$ cat src/rtl/timing_sequencer_pkg.sv
// timing_sequencer_pkg
// Shared definitions for the timing/decode stage: run-state encoding,
// opcode indices into the D vector, default last-T-step constants and
// instruction-register field positions.
package timing_sequencer_pkg;

   typedef enum logic [1:0] {
      IDLE = 2'd0,
      RUN  = 2'd1,
      HALT = 2'd2
   } state_t;

   localparam int D_AND = 0;
   localparam int D_ADD = 1;
   localparam int D_LDA = 2;
   localparam int D_STA = 3;
   localparam int D_BUN = 4;
   localparam int D_BSA = 5;
   localparam int D_ISZ = 6;
   localparam int D_REG = 7;

   localparam int LAST_REG_DEF = 6;
   localparam int LAST_STA_DEF = 8;
   localparam int LAST_MEM_DEF = 10;

   localparam int IR_I     = 15;
   localparam int IR_OP_HI = 14;
   localparam int IR_OP_LO = 12;
   localparam int IR_HLT   = 0;

endpackage

$ cat src/rtl/timing_sequencer_onehot_decoder.sv
// onehot_decoder
// N-to-2**N one-hot decoder with enable; output is all zeros when disabled.
// Ports:
//   sel    in  N       binary index
//   en     in  1       enable
//   onehot out 2**N    one-hot result
module onehot_decoder #(
   parameter int N = 4
) (
   input  logic [N-1:0]      sel,
   input  logic              en,
   output logic [2**N-1:0]   onehot
);

   always_comb begin
      onehot = '0;
      if (en) onehot[sel] = 1'b1;
   end

endmodule

$ cat src/rtl/timing_sequencer.sv
// timing_sequencer
// Sequence counter, start/run/halt state machine, T and D one-hot vectors,
// per-class end-step selection and HLT detection for the basic computer.
// Optional feature macro: SEQ_SINGLE_STEP_EN (adds input step; every
// non-halting instruction returns to IDLE so one instruction runs per launch).
// Ports:
//   clk, rst        clock, synchronous active-high reset
//   start           one-cycle launch from IDLE/HALT
//   step            (SEQ_SINGLE_STEP_EN only) launch from IDLE
//   stop            level request: go IDLE at next instruction boundary
//   ir[15:0]        instruction register (I, opcode, HLT bit)
//   t_onehot        timing vector T0..T(2**SC_W-1), zero unless running
//   d_onehot        latched opcode decode D0..D7
//   sc              sequence count
//   running/halted  state flags
//   instr_done      pulse on last T step of each instruction
//   seq_err         sticky: sequence counter overran without an end step
//
// state | meaning
// IDLE  | stopped, waiting for start (or step)
// RUN   | sequencing T steps
// HALT  | stopped by HLT, waiting for start
module timing_sequencer
   import timing_sequencer_pkg::*;
#(
   parameter int SC_W     = 4,
   parameter int LAST_REG = LAST_REG_DEF,
   parameter int LAST_STA = LAST_STA_DEF,
   parameter int LAST_MEM = LAST_MEM_DEF
) (
   input  logic                 clk,
   input  logic                 rst,
   input  logic                 start,
`ifdef SEQ_SINGLE_STEP_EN
   input  logic                 step,
`endif
   input  logic                 stop,
   input  logic [15:0]          ir,
   output logic [2**SC_W-1:0]   t_onehot,
   output logic [7:0]           d_onehot,
   output logic [SC_W-1:0]      sc,
   output logic                 running,
   output logic                 halted,
   output logic                 instr_done,
   output logic                 seq_err
);

   localparam logic [SC_W-1:0] SC_MAX      = {SC_W{1'b1}};
   localparam logic [SC_W-1:0] LAST_REG_SC = SC_W'(LAST_REG);
   localparam logic [SC_W-1:0] LAST_STA_SC = SC_W'(LAST_STA);
   localparam logic [SC_W-1:0] LAST_MEM_SC = SC_W'(LAST_MEM);

   state_t           state_q, state_d;
   logic [SC_W-1:0]  sc_q;
   logic [2:0]       op_q;
   logic             d_valid_q;
   logic             i_q;
   logic             seq_err_q;

   logic             run_now;
   logic [SC_W-1:0]  last_step;
   logic             end_step;
   logic             hlt_hit;
   logic             guard_hit;
   logic             launch_idle;
   logic             single_step;

   logic             unused_ir_bits;
   assign unused_ir_bits = ^ir[11:1];

`ifdef SEQ_SINGLE_STEP_EN
   assign launch_idle = start | step;
   assign single_step = 1'b1;
`else
   assign launch_idle = start;
   assign single_step = 1'b0;
`endif

   assign run_now = (state_q == RUN);

   // Class select uses the latched decode; D7 covers both register-ref and I/O.
   always_comb begin
      if (d_onehot[D_REG])      last_step = LAST_REG_SC;
      else if (d_onehot[D_STA]) last_step = LAST_STA_SC;
      else                      last_step = LAST_MEM_SC;
   end

   assign end_step  = run_now && (sc_q == last_step);
   assign hlt_hit   = end_step && d_onehot[D_REG] && !i_q && ir[IR_HLT];
   assign guard_hit = run_now && !end_step && (sc_q == SC_MAX);

   always_ff @(posedge clk) begin
      if (rst) state_q <= IDLE;
      else     state_q <= state_d;
   end

   always_comb begin
      state_d = state_q;
      case (state_q)
         IDLE: if (launch_idle) state_d = RUN;
         HALT: if (start)       state_d = RUN;
         RUN: begin
            if (hlt_hit)                              state_d = HALT;
            else if (end_step && (stop || single_step)) state_d = IDLE;
            else if (guard_hit)                       state_d = IDLE;
         end
         default: state_d = IDLE;
      endcase
   end

   always_comb begin
      running    = run_now;
      halted     = (state_q == HALT);
      instr_done = end_step;
      seq_err    = seq_err_q;
      sc         = sc_q;
   end

   always_ff @(posedge clk) begin
      if (rst) begin
         sc_q      <= '0;
         op_q      <= '0;
         d_valid_q <= 1'b0;
         i_q       <= 1'b0;
         seq_err_q <= 1'b0;
      end else begin
         if (run_now && !end_step && !guard_hit) sc_q <= sc_q + 1'b1;
         else                                    sc_q <= '0;

         // IR is settled by the end of T2, so capture on the T3 edge.
         if (run_now && sc_q == SC_W'(3)) begin
            op_q      <= ir[IR_OP_HI:IR_OP_LO];
            i_q       <= ir[IR_I];
            d_valid_q <= 1'b1;
         end
         if (run_now && state_d != RUN) d_valid_q <= 1'b0;

         if (guard_hit) seq_err_q <= 1'b1;
      end
   end

   onehot_decoder #(.N(SC_W)) u_t_dec (
      .sel    (sc_q),
      .en     (run_now),
      .onehot (t_onehot)
   );

   onehot_decoder #(.N(3)) u_d_dec (
      .sel    (op_q),
      .en     (d_valid_q),
      .onehot (d_onehot)
   );

endmodule
$ cat config.mk
export PLATFORM = sky130hd
export DESIGN_NAME = timing_sequencer
export DESIGN_NICKNAME = d
export VERILOG_FILES = /design/src/rtl/timing_sequencer_pkg.sv /design/src/rtl/timing_sequencer_onehot_decoder.sv /design/src/rtl/timing_sequencer.sv
export SDC_FILE = /design/constraint.sdc
export NUM_CORES = 1
export LEC_CHECK = 0
export CAP_MARGIN = 20
export CORE_MARGIN = 2
export CORE_UTILIZATION = 36
export CTS_CLUSTER_DIAMETER = 80
export DETAILED_ROUTE_END_ITERATION = 6
export GPL_ROUTABILITY_DRIVEN = 0
export PLACE_DENSITY = 0.84
export SLEW_MARGIN = 5
export SYNTH_ARGS = -nofsm -noshare
export SYNTH_HDL_FRONTEND = slang
export SYNTH_SLANG_ARGS = --single-unit
$ cat constraint.sdc
create_clock -name clk -period 2 [get_ports clk]
set_input_delay 0.4 -clock clk [delete_from_list [all_inputs] [get_ports clk]]
set_output_delay 0.4 -clock clk [all_outputs]
set_load 0.005 [all_outputs]
Word level (Yosys, flattened, before mapping)
Index checks and enable logic that the tools add are counted.
{ "totals": {"regBits": 12, "out_inout_bits": 32, "in_bits": 20, "word_cells": 50} }
{ "op_classes": {"bitwise": 1, "n_reduce_logical": 19, "n_addsub": 1, "magnitude_cmp": 4, "mux": 13, "n_eq_ne": 6} }
{ "op_table": {"columns": ["cell", "count"], "rows": [
  ["2-to-1 mux 16 bit", 1],
  ["logical AND 1 bit", 12],
  ["2-to-1 mux 2 bit", 5],
  ["2-to-1 mux 8 bit", 1],
  ["OR reduction 2 bit", 3],
  ["less-than comparator 4 x 5 -> 1 bit (second input constant)", 1],
  ["adder 4 x 1 -> 4 bit (second input constant)", 1],
  ["demux 1 bit (select 4 bit)", 1],
  ["== test 4 x 2 -> 1 bit (second input constant)", 1],
  ["== test 4 bit", 1],
  ["== test 4 bit (second input constant)", 1],
  [">= comparator 4 x 1 -> 1 bit (second input constant)", 1],
  ["less-than comparator 3 x 4 -> 1 bit (second input constant)", 1],
  ["2-to-1 mux 4 bit", 1],
  ["one-hot mux 2 bit (2 select lines)", 1],
  ["demux 1 bit (select 3 bit)", 1],
  [">= comparator 3 x 1 -> 1 bit (second input constant)", 1],
  ["logical NOT 1 bit", 3],
  ["== test 2 x 1 -> 1 bit (second input constant)", 1],
  ["== test 2 bit (second input constant)", 1],
  ["logical NOT 2 bit", 1],
  ["2-to-1 mux 1 bit", 2],
  ["!= test 2 x 1 -> 1 bit (second input constant)", 1],
  ["NOT 1 bit", 1]
]} }

Longest topological paths before layout
{ "depth": {"ltp_word": 19, "ltp_mapped": 6, "depth_no_buf": 5} }

By module
From an unflattened synthesis, not the netlist that was laid out.
{ "hier_totals": {"hier_cells": 91, "hier_area_um2": 768.2} }
{ "modules_own_cells": {"columns": ["mod", "instances", "area_each_um2", "seq_area_each_um2", "cells_each"], "rows": [
  ["timing_sequencer", 1, 555.5, 240.2, 60],
  ["onehot_decoder at u_t_dec", 1, 117.6, 0.0, 23],
  ["onehot_decoder at u_d_dec", 1, 95.1, 0.0, 8]
]} }

Worst setup path after synthesis
No wires, ideal clock.
{ "synth_path": {"path_type": "flip-flop to output port", "startpoint": "reg sc_q[0], in the netlist sc[0]", "endpoint": "out t_onehot[3]", "t_required_ps": 1600, "path_stages_with_launch": 6, "t_arrival_ps": 1364, "path_slack_ps": 236, "cell_sequence": "dfxtp_1 > ha_1 > nand3b_4 > or3_1 > buf_2 > inv_1"} }
{ "synth_via": {"elab_chain_len": 5} }
{ "synth_lines": {"columns": ["item", "line", "rtl"], "rows": [
  ["start: declaration", "timing_sequencer.sv:54", "logic [SC_W-1:0] sc_q;"],
  ["start signal: assignment", "timing_sequencer.sv:127", "if (run_now && !end_step && !guard_hit) sc_q <= sc_q + 1'b1;"],
  ["less-than comparator 4 x 5 -> 1 bit (not written as such) or >= comparator 4 x 1 -> 1 bit (tied branches)", "timing_sequencer_onehot_decoder.sv:17", "if (en) onehot[sel] = 1'b1;"],
  ["logical AND 1 bit (not written as such)", "timing_sequencer_onehot_decoder.sv:17", null],
  ["2-to-1 mux 1 bit (not written as such)", "timing_sequencer_onehot_decoder.sv:17", null],
  ["demux 1 bit (select 4 bit) *", null, null],
  ["2-to-1 mux 16 bit *", "timing_sequencer_onehot_decoder.sv:17", null],
  ["end: declaration", "timing_sequencer.sv:39", "output logic [2**SC_W-1:0] t_onehot,"]
]} }
Mark *: on every way between the ends. The rest lies on a longest branch, timed or not.

Worst setup path after layout
{ "layout_path": {"startpoint": "reg op_q[1]", "endpoint": "out d_onehot[5]"} }
{ "layout_via": {"elab_chain_len": 5} }
{ "layout_lines": {"columns": ["item", "line", "rtl"], "rows": [
  ["start: declaration", "timing_sequencer.sv:55", "logic [2:0] op_q;"],
  ["start signal: assignment", "timing_sequencer.sv:132", "op_q <= ir[IR_OP_HI:IR_OP_LO];"],
  ["less-than comparator 3 x 4 -> 1 bit (not written as such) or >= comparator 3 x 1 -> 1 bit (tied branches)", "timing_sequencer_onehot_decoder.sv:17", null],
  ["logical AND 1 bit (not written as such)", "timing_sequencer_onehot_decoder.sv:17", null],
  ["2-to-1 mux 1 bit (not written as such)", "timing_sequencer_onehot_decoder.sv:17", null],
  ["demux 1 bit (select 3 bit) *", null, null],
  ["2-to-1 mux 8 bit *", "timing_sequencer_onehot_decoder.sv:17", null],
  ["end: declaration", "timing_sequencer.sv:40", "output logic [7:0] d_onehot,"]
]} }
Marked as above.

==> key figures <==
Timing
  • Slew Limit Fails: 0
  • Minimum clock period: 1.931 ns
  • Tightest Pin Transition: just under 0.3 ns
  • Tcrit/Tclk final: 0.9656
  • Layout Skew: 0.004772 ns
  • Setup violators final: 0
  • Setup TNS Final: 0 ns
  • Slew margin rel.: 0.8037
  • Setup WS post-layout: ~0.069 ns
  • Final count of hold timing violations: 0
  • Max Clk Rate: ~520 MHz

Placement
  • Inst Count DP: about 180
  • Dpl hpwl: 1912 um
  • PortBufs: 40
  • DP Area: ~1400 sq um
  • Pre-CTS setup slack: -0.01313 ns

Worst setup path
  • CP Launch Point: op_q[1]
  • Worst reg-to-reg path cell count: 6
  • Kind of cell adding the most delay to the critical path: buffers and inverters
  • CP max stage cell: clkdlybuf4s50_1
  • Crit Path Class: reg -> out
  • Crit path capture type: output port
  • Reg2reg start: sc[0]
  • Crit-path cells: buf_4, nand2b_1, nor2_1, clkdlybuf4s50_1
  • CP required: between 1.5 and 2 ns
  • Reg2reg end: state_q[0]
  • CP peak stage delay: around 0.5 ns
  • Crit Path Max Fanout: 5
  • CP Data Arrival Time: roughly 1.5 ns
  • CP startpoint kind: register
  • CP bufs+invs: 2
  • R2r setup slk: between 0.5 and 0.6 ns
  • Critical Path Stages: 4
  • Critical path endpoint: d_onehot[5]

Routing
  • DRC: 0
  • DR vias: between 900 and 1000
  • Post-DRT Antenna Nets: 0
  • Per-cell routed wire length: between 10 and 15 um
  • DRT Wirelength: roughly 2400 um
  • DR vias/cell: between 4 and 5
  • First drt pass iteration count: 4
  • Iter 0 DRT Violations: 13

Logic synthesis
  • Seq/Total Area, Yosys: 0.2887
  • Netlist cell types: 32
  • Net Count, Synth: approximately 130
  • #FFs+latches synth: 12
  • Synthesized cell area: around 830 sq um
  • Yosys warns: 0
  • Synth Instances: 104
  • Average size of a mapped cell: between 8 and 9 sq um

Final layout
  • Antenna diodes: 0
  • Proportion of layout cells with a drive suffix above 1: 0.2857
  • NumNets Final: approximately 190
  • Design area: roughly 1500 sq um
  • Commonest cells after routing, fill and taps aside: nor2_1 (27), dlygate4sd2_1 (19), clkdlybuf4s50_1 (18), buf_4 (17), inv_1 (8)
  • Area grow syn2layout: 75.34%
  • Final Non-Filler Cells: around 190
  • Commonest non-fill, non-tap cell in the layout: nor2_1

CTS
  • Num CTS Buffers: 3
  • Cts hold-fix bufs: 0
  • Clock Latency Late Sink: roughly 0.28 ns
  • CTS tree: built
  • CTS Buffer Depth: 2
  • Root Buffer: clkbuf_4
  • # clock sinks: 12
  • Number of H-tree levels: 1
  • Worst-path clk slew: about 0.080 ns

Global route
  • First-pass GRT wire length: 3898 um
  • Initial antenna violation count: 0
  • Tot GR Track Use: 0.1953
  • Largest net degree at the start of global routing: 10
  • Grt total ovfl: 0
  • Number of global-route vias before repair: roughly 900

Floorplan
  • Starting Density: 0.3798
  • Row count: 17
  • Io pins: 52
  • Die W: approximately 52 um
  • Die H: around 52 um
  • Die ar.: 2712 sq um
  • Placeable Area: roughly 2200 sq um

Power and ir drop
  • Leak: 0.7578 nW
  • Pwr/cell area: 388.2 nW/um^2
  • Worst VDD drop: between 0.3 and 0.4 mV

Worst hold path
  • Worst hold path class: reg -> reg

Job
  • Max_cap viols: 0

Status
  • Status: completed
-- what timing repair did --
item | in CTS | in global routing
resized for setup | 38 | 7
pin swaps | 1 | 3
endpoints found under the setup margin | 20 | 6
setup buffers | 1 | 1
-- tightest hold or removal path, delay by kind of cell, from the launching register on --
kind	cells	cell delay [ns]
and+or+nand+nor	2	0.12
DFF	1	0.33
-- final cells by class --
type | instances | area (sq um)
fill | 182 | 732.0
multi-input combinational | 79 | 589.3
timing repair buffer | 57 | 509.2
sequential | 12 | 252.7
clock buffer | 4 | 36.28
inverter | 9 | 36.28
tap | 28 | 35.03
-- cell usage after synthesis --
cell type | count | area, sq um
a2bb2oi_1 | 1 | 8.760
a311oi_1 | 1 | 8.760
a311oi_2 | 1 | 15.01
and2_1 | 1 | 6.260
buf_1 | 1 | 3.750
buf_2 | 3 | 15.01
dfxtp_1 | 12 | 240.2
ha_1 | 4 | 50.05
inv_1 | 9 | 33.78
mux2i_1 | 4 | 40.04
mux2i_4 | 1 | 22.52
nand2_1 | 7 | 26.28
nand2b_1 | 4 | 25.02
nand3_1 | 1 | 5.000
nand3b_4 | 1 | 20.02
nand4_4 | 1 | 21.27
nand4b_1 | 2 | 17.52
nor2_1 | 28 | 105.1
nor2b_1 | 1 | 6.260
nor3_1 | 6 | 30.03
nor3_2 | 1 | 10.01
nor3b_1 | 1 | 7.510
nor3b_2 | 2 | 25.02
o21ai_0 | 2 | 10.01
o21ai_1 | 1 | 5.000
o21ba_1 | 1 | 10.01
o21bai_1 | 1 | 7.510
o32ai_1 | 1 | 8.760
or2b_1 | 1 | 7.510
or3_1 | 1 | 6.260
xnor2_1 | 2 | 17.52
xnor2_2 | 1 | 16.27
-- worst min path at each step --
stage          cells past startpoint      end  slack [ns]    start
4_1_cts                            2  seq_err        0.49  seq_err
6_report                           2  seq_err        0.48  seq_err
3_3_place_gp                       2  seq_err        0.45  seq_err
3_5_place_dp                       2  seq_err        0.48  seq_err
2_1_floorplan                      2      i_q        0.45      i_q
5_1_grt                            2  seq_err        0.51  seq_err
-- power by group --
part	total [W]	internal (W)	switching (W)
registers	0.000259	0.000247	0.0000120
logic	0.000110	0.0000594	0.0000510
clock network	0.000197	0.000111	0.0000860
-- metrics by stage --
stage          hold WS (ns)    util  total power, W
2_1_floorplan        0.4542       -       0.0003105
3_3_place_gp         0.4508  0.6214       0.0003697
3_5_place_dp         0.4761  0.6214       0.0003729
4_1_cts              0.4941  0.6539       0.0005706
5_1_grt              0.5126  0.6659       0.0005967
6_report             0.4833  0.6659       0.0005664
-- layer usage --
layer  vias up  wire (um)  GRT usage
li1        462          -          -
met4         0         45    0.08772
met2        29       1329     0.3650
met3         7        134    0.04023
met5         -          0          0
met1       438        929     0.2063
-- cell families after synthesis --
kind of cell | after synthesis | synth area share
AND/OR/NAND/NOR | 58 | 0.3835
AO/OA/AOI/OAI | 9 | 0.08872
flip-flops | 12 | 0.2887
buffers and inverters | 13 | 0.06315
adder cells (fa/ha/maj) | 4 | 0.06015
multiplexers | 5 | 0.07519
XOR/XNOR | 3 | 0.04061
-- flip-flops by register name, summed over array words and instances (netlist names) --
signal,flops
i_q,1
sc,4
seq_err,1
state_q,2
op_q,3
d_valid_q,1
Note: power is estimated with default switching activity, not from simulation.
